<file path="config.mk">
export PLATFORM = sky130hd
export DESIGN_NAME = iob_fifo_burst_reader
export DESIGN_NICKNAME = d
export VERILOG_FILES = /design/src/rtl/iob_fifo_pkg.sv /design/src/rtl/iob_skid_buf2.sv /design/src/rtl/iob_fifo_burst_reader.sv
export SDC_FILE = /design/constraint.sdc
export NUM_CORES = 1
export LEC_CHECK = 0
export BUFFER_PORTS_ARGS = -buffer_cell sky130_fd_sc_hd__buf_2
export CAP_MARGIN = 40
export CORE_MARGIN = 5
export CORE_UTILIZATION = 60
export DETAILED_ROUTE_END_ITERATION = 8
export MAX_ROUTING_LAYER = met4
export PLACE_DENSITY = 0.93
export SYNTH_ARGS = -nofsm -noshare
export SYNTH_HDL_FRONTEND = slang
export SYNTH_HIERARCHICAL = 1
export SYNTH_SLANG_ARGS = --single-unit
</file>
<file path="constraint.sdc">
create_clock -name clk -period 6.5 [get_ports clk]
set_clock_uncertainty 0.15 [all_clocks]
set_input_delay 1.3 -clock clk [delete_from_list [all_inputs] [get_ports clk]]
set_output_delay 1.3 -clock clk [all_outputs]
set_load 0.005 [all_outputs]
</file>
<file path="src/rtl/iob_fifo_pkg.sv">
// Shared constants and types for the synchronous FIFO read-side front-ends.
package iob_fifo_pkg;

    localparam int unsigned FIFO_RD_LAT = 1;
    localparam int unsigned SKID_DEPTH  = 2;

    typedef logic [1:0] occ_t;

endpackage

</file>
<file path="src/rtl/iob_skid_buf2.sv">
// Two-entry valid/ready skid buffer; head entry drives the output data.
module iob_skid_buf2
    import iob_fifo_pkg::*;
#(
    parameter int unsigned W = 16
) (
    input  logic         clk,
    input  logic         rst,
    input  logic         push,
    input  logic [W-1:0] push_data,
    input  logic         pop,
    output logic         valid,
    output logic [W-1:0] data,
    output occ_t         occ
);

    logic [W-1:0] r_head;
    logic [W-1:0] r_tail;
    occ_t         r_occ;

    // Caller guarantees push never targets a full buffer and pop only when valid.
    always_ff @(posedge clk) begin
        if (!rst) begin
            r_head <= '0;
            r_tail <= '0;
            r_occ  <= '0;
        end else begin
            case ({push, pop})
                2'b10: begin
                    if (r_occ == 2'd0) r_head <= push_data;
                    else               r_tail <= push_data;
                    r_occ <= r_occ + 2'd1;
                end
                2'b01: begin
                    r_head <= r_tail;
                    r_occ  <= r_occ - 2'd1;
                end
                2'b11: begin
                    if (r_occ == 2'd1) begin
                        r_head <= push_data;
                    end else begin
                        r_head <= r_tail;
                        r_tail <= push_data;
                    end
                end
                default: ;
            endcase
        end
    end

    assign valid = (r_occ != 2'd0);
    assign data  = r_head;
    assign occ   = r_occ;

endmodule

</file>
<file path="src/rtl/iob_fifo_burst_reader.sv">
// Drains a length-bounded burst from a synchronous FIFO onto a valid/ready stream.
module iob_fifo_burst_reader
    import iob_fifo_pkg::*;
#(
    parameter int unsigned DATA_W = 16,
    parameter int unsigned LEN_W  = 16
) (
    input  logic              clk,
    input  logic              rst,
    input  logic              start,
    input  logic [LEN_W-1:0]  len,
    output logic              busy,
    input  logic              fifo_empty,
    output logic              fifo_read_en,
    input  logic [DATA_W-1:0] fifo_r_data,
    output logic              m_valid,
    input  logic              m_ready,
    output logic [DATA_W-1:0] m_data,
    output logic              m_last
);

    typedef logic [FIFO_RD_LAT-1:0] rd_pipe_t;

    logic             r_busy;
    logic [LEN_W-1:0] r_rd_left;
    logic [LEN_W-1:0] r_tx_left;
    rd_pipe_t         r_rd_pipe;

    logic       w_pop;
    logic       w_push;
    logic       w_accept;
    logic       w_read_en;
    occ_t       w_occ;
    logic [2:0] w_level;

    assign w_pop    = m_valid && m_ready;
    assign w_push   = r_rd_pipe[FIFO_RD_LAT-1];
    assign w_accept = start && !r_busy && (len != '0);

    // Words already buffered plus words still in flight must leave room for one more.
    assign w_level   = 3'(w_occ) + 3'($countones(r_rd_pipe));
    assign w_read_en = r_busy && !fifo_empty && (r_rd_left != '0)
                       && (w_level < (3'(SKID_DEPTH) + 3'(w_pop)));

    always_ff @(posedge clk) begin
        if (!rst) begin
            r_busy    <= 1'b0;
            r_rd_left <= '0;
            r_tx_left <= '0;
            r_rd_pipe <= '0;
        end else begin
            r_rd_pipe <= rd_pipe_t'({r_rd_pipe, w_read_en});
            if (w_accept) begin
                r_busy    <= 1'b1;
                r_rd_left <= len;
                r_tx_left <= len;
            end else begin
                if (w_read_en) r_rd_left <= r_rd_left - LEN_W'(1);
                if (w_pop) begin
                    r_tx_left <= r_tx_left - LEN_W'(1);
                    if (r_tx_left == LEN_W'(1)) r_busy <= 1'b0;
                end
            end
        end
    end

    iob_skid_buf2 #(.W(DATA_W)) u_skid (
        .clk       (clk),
        .rst       (rst),
        .push      (w_push),
        .push_data (fifo_r_data),
        .pop       (w_pop),
        .valid     (m_valid),
        .data      (m_data),
        .occ       (w_occ)
    );

    assign busy         = r_busy;
    assign fifo_read_en = w_read_en;
    assign m_last       = m_valid && (r_tx_left == LEN_W'(1));

endmodule
</file>
### Word level (Yosys, flattened, before mapping)

Index checks and enable logic that the tools add are counted.

| cells by class | value |
|---|---|
| eq/ne operators | 8 |
| order comparisons | 1 |
| mux-type cells | 14 |
| add/subtract/negate cells | 6 |
| reduce and logical (&&, ||, !) cells | 22 |

Operators with widths:

| operator | count |
|---|---|
| two-way mux 16 bit | 8 |
| case mux 16 bit (3 select lines) | 1 |
| case mux 16 bit (2 select lines) | 1 |
| nonzero test 16 bit | 2 |
| subtractor 16 x 1 -> 16 bit, second input constant | 2 |
| equality test 16 x 1 -> 1 bit, second input constant | 1 |
| nonzero test 2 bit | 6 |
| logical AND 1 bit | 7 |
| equality test 2 x 1 -> 1 bit, second input constant | 2 |
| equality test 2 bit, second input constant | 2 |
| != test 2 bit, second input constant | 2 |
| case mux 2 bit (2 select lines) | 1 |
| AND reduction 2 bit | 2 |
| adder 2 x 1 -> 3 bit | 1 |
| adder 2 x 1 -> 3 bit, first input constant | 1 |
| less-than comparator 3 bit | 1 |
| two-way mux 1 bit | 3 |
| AND reduction 3 bit | 1 |
| nonzero test 3 bit | 1 |
| adder 2 x 1 -> 2 bit, second input constant | 1 |
| zero test 1 bit | 2 |
| zero test 2 bit | 1 |
| != test 2 x 1 -> 1 bit, second input constant | 1 |
| subtractor 2 x 1 -> 2 bit, second input constant | 1 |

| storage, ports and cells | value |
|---|---|
| output and inout port bits | 20 |
| flip-flop bits (word level) | 68 |
| input port bits | 37 |

### Depth between registers and ports, before layout

| logic depth | value |
|---|---|
| depth in word-level cells | 7 |
| depth in mapped cells | 13 |

### By module

Netlist, hierarchy kept.

By module, submodules not included:

| module | cells each | area each (µm²) | instances |
|---|---|---|---|
| iob_fifo_burst_reader | 225 | 1976.9 | 1 |
| iob_skid_buf2 | 199 | 1770.4 | 1 |

### Worst setup path after synthesis

OpenSTA, ideal clock, no wires.

| timing | value |
|---|---|
| path kind | input-to-output |
| from | input port m_ready |
| to | output port fifo_read_en |
| path buffers | 1 |
| data arrival time | 2159 ps |
| setup slack | 2891 ps |
| cell stages on the path | 4 |
| data required time | 5050 ps |
| cell sequence | nand3b_1 -> a2111oi_4 -> and2_1 -> buf_6 |

| between the ends | value |
|---|---|
| word-level cells in the longest chain between the ends | 4 |

Ends and longest elaborated chain:

| element | line | source |
|---|---|---|
| start, declared | iob_fifo_burst_reader.sv:17 | `input logic m_ready,` |
| logical AND 1 bit | iob_fifo_burst_reader.sv:36 | `assign w_pop = m_valid && m_ready;` |
| adder 2 x 1 -> 3 bit | iob_fifo_burst_reader.sv:43 | `&& (w_level < (3'(SKID_DEPTH) + 3'(w_pop)));` |
| less-than comparator 3 bit | iob_fifo_burst_reader.sv:43 |  |
| logical AND 1 bit | iob_fifo_burst_reader.sv:43 |  |
| end, declared | iob_fifo_burst_reader.sv:14 | `output logic fifo_read_en,` |

No other way between the ends.

### Worst setup path in the final report

Ends and elaborated chain as after synthesis.

==> run metrics <==
Via density between 6 and 7; Critical Path Sink fifo_read_en; Post-Synthesis Mean Instance Area 8.84 sq um; Crit path required time 5.05 ns; buffers plus inverters on the worst setup path 2; final-report hold violation count 0; run status complete, no violations; routability congestion estimate 0.928; maximum number of pins on one net before global-route repair 41; Clock transition at path regs approximately 0.07 ns; Num Clock Sinks 68; most used cell, CP buf_2; count of flip-flops with a built-in enable after synthesis 0; worst hold margin 0.320 ns; path length in cells of the critical path 5; global-route congestion overflow total 0; area of all placed cells without fillers about 4200 sq um; clock tree from TritonCTS built; Root Buffer clkbuf_8; post-cts gate resize count 0; startpoint of the worst setup timing path m_ready; PnR worst setup slack ~2.1 ns; signed area change from the synthesized netlist to the final layout 12.4%; width of the chip approximately 90 microns; worst reg2reg path depth 8; worst skew pair latency around 0.34 ns; Final Net Count 509; top-count cell post-synth dfxtp_1; Worst Max-Slew Pin Slew 0.854 ns; Boundary Pins 57; global-route wire length before repair 15,100 microns; cell at the slowest stage of the critical path a2111oi_4; biggest area contributors in the synthesized netlist dfxtp_1 (36%), a21oi_1 (7.9%), o21ai_0 (4.3%); total power per unit cell area 333 nW/um^2; cells along the critical path buf_2 > nand3b_1 > a2111oi_4 > and2_1 > buf_2; synth warn 6; DRT Wirelength between 8000 and 9000 microns; full die area 7930 sq um; final setup fails 0; number of non-filler instances in the completed layout 541; fraction of the core area covered by cells at the end of the flow 70.3%; DR WL/cell between 15 and 20 microns; via count of the first global-routing pass 3,214; fraction of layout cells with a size suffix above 1 21.7%; type of the setup path with the least slack primary input to output port; sequential-to-total area share from yosys stat between 30% and 40%; setup fix buffers added after clock tree synthesis 0; drt initial violations 222; area of the mapped netlist between 3000 and 4000 sq um; endpoint kind of the worst setup timing path output port; area fraction of the dominant cell type after synthesis 36.3%; dominant synthesized flop cell dfxtp_1; Ant. Diodes 0; maximum clock rate 0.228 GHz; number of buffers inserted during clock tree synthesis 9; die height 89.0 microns; distinct cell type count of the synthesized netlist 55; maximum net fanout on the critical path 15; maximum capacitance violations 0; total power 1.40 mW; row count 28; reported leakage power 1.54 nW; largest stage delay on the critical path 0.84 ns; biggest area consumer among synthesized cells dfxtp_1; register bit total from synthesis 68; element type at the critical path start primary input; r2r endpoint u_skid/data[2]$_SDFFE_PN0P_; post-layout min period 4.38 ns; hold crit path type register to register; synthesized netlist cell count approximately 420; nets in the synthesized netlist 472; routed via count 3,466; arrival time at the worst endpoint ~2.9 ns; sum of net half-perimeters after detailed placement 6360 microns; RSZ-0062 raised after global routing no; total track usage 24.5%; Post-synth top cells dfxtp_1 (68), a21oi_1 (59), o21ai_0 (32); minimum setup slack among reg-to-reg paths about 3.4 ns; fin crit share 67.3%; Floorplan Core Area around 6000 sq um; worst slack after detailed placement 2.15 ns; total negative setup slack 0 ns; crit-path leading delay family compound AO/OA/AOI/OAI gates; startpoint of the worst register-to-register path u_skid/occ[0]$_SDFFE_PN0P_; final slew viol count 0; fill cell total of the finished layout 448; count of nets left with antenna violations after detail routing 0; CTS max path bufs 2; count of input and output buffers 56; CTS H-tree depth 3; worst rel slew slack a little over two fifths; DRC Markers 0; number of antenna violations at the first check in global routing 0; starting density of the core 62.6%; maximum vdd ir drop 0.203 mV; length of the first detailed-routing pass in iterations 4; cell count after placement 525; hold buffers post-CTS 0; share of flip-flops with an asynchronous set or reset after synthesis 0%; instance area after placement 4010 sq um
==> registers in the layout, indices dropped and copies added, names as in the netlist <==
register and count:
busy 1, r_rd_left 16, r_rd_pipe 1, r_tx_left 16, u_skid/data 16, u_skid/occ 2, u_skid/r_tail 16
==> logic make-up after synthesis <==
logic type	count (synthesis)	synth area share (%)
DFF	68	36.3
and+or+nand+nor	91	15.2
adders and majority gates	11	3.67
buffers and inverters	49	6.31
AOI/OAI and AO/OA	182	32.9
muxes	3	0.935
xor gates and xnor gates	20	4.67
==> power by group <==
part / switching (mW) / internal [mW]
registers: 0.0546 / 0.495
clock network: 0.162 / 0.187
logic: 0.290 / 0.216
==> layout by cell type (no fill, tap or decap), types with 6 or more instances in the layout <==
| cell type | synthesis | final |
|---|---|---|
| a311oi_1 | 8 | 8 |
| a21oi_1 | 59 | 59 |
| clkbuf_8 | 0 | 10 |
| or4_1 | 8 | 8 |
| a311oi_2 | 10 | 10 |
| xnor2_1 | 8 | 8 |
| o211ai_1 | 20 | 20 |
| nor2_1 | 17 | 17 |
| xor2_1 | 12 | 12 |
| buf_2 | 3 | 56 |
| o31ai_1 | 18 | 18 |
| nand2_1 | 17 | 17 |
| nor2b_1 | 8 | 8 |
| and2_1 | 6 | 6 |
| o21ai_0 | 32 | 32 |
| inv_1 | 12 | 12 |
| dfxtp_1 | 68 | 68 |
| o21ai_1 | 12 | 12 |
| ha_1 | 11 | 11 |
==> routing by layer <==
| layer | track usage [%] | up-vias | wire (microns) |
|---|---|---|---|
| li1 | - | 1679 | - |
| met1 | 28.8 | 1601 | 3610 |
| met2 | 41.8 | 172 | 4420 |
| met3 | 5.81 | 14 | 753 |
| met4 | 6.63 | 0 | 116 |
| met5 | - | - | 0 |
==> worst register-to-register path: stages, from the launching register on <==
cell and delay, ns:
dfxtp_1 0.45, inv_1 0.08, ha_1 0.24, inv_1 0.14
and2_1 0.30, ha_1 0.60, or3_1 0.55, and2_4 0.38
a311oi_2 0.14
==> worst min-delay path by stage <==
stage                                        start                             end  cells after the start
global route        u_skid/r_tail[15]$_SDFFE_PN0P_  u_skid/r_tail[15]$_SDFFE_PN0P_                      2
finish              u_skid/r_tail[13]$_SDFFE_PN0P_  u_skid/r_tail[13]$_SDFFE_PN0P_                      2
global placement     u_skid/r_tail[7]$_SDFFE_PN0P_   u_skid/r_tail[7]$_SDFFE_PN0P_                      2
CTS                  u_skid/r_tail[7]$_SDFFE_PN0P_   u_skid/r_tail[7]$_SDFFE_PN0P_                      2
detailed placement   u_skid/r_tail[7]$_SDFFE_PN0P_   u_skid/r_tail[7]$_SDFFE_PN0P_                      2
floorplan            u_skid/r_tail[0]$_SDFFE_PN0P_   u_skid/r_tail[0]$_SDFFE_PN0P_                      2
==> final cells by class <==
class	count	area, sq um	area share, %
clock buffers	10	138	3.27
clock inverters	6	63.8	1.52
inverters	14	52.6	1.25
multi-input cells	307	2160	51.3
flip-flops and latches	68	1360	32.3
well taps	75	93.8	2.23
repair buffers	61	342	8.11
(Power assumes the default switching activity.)
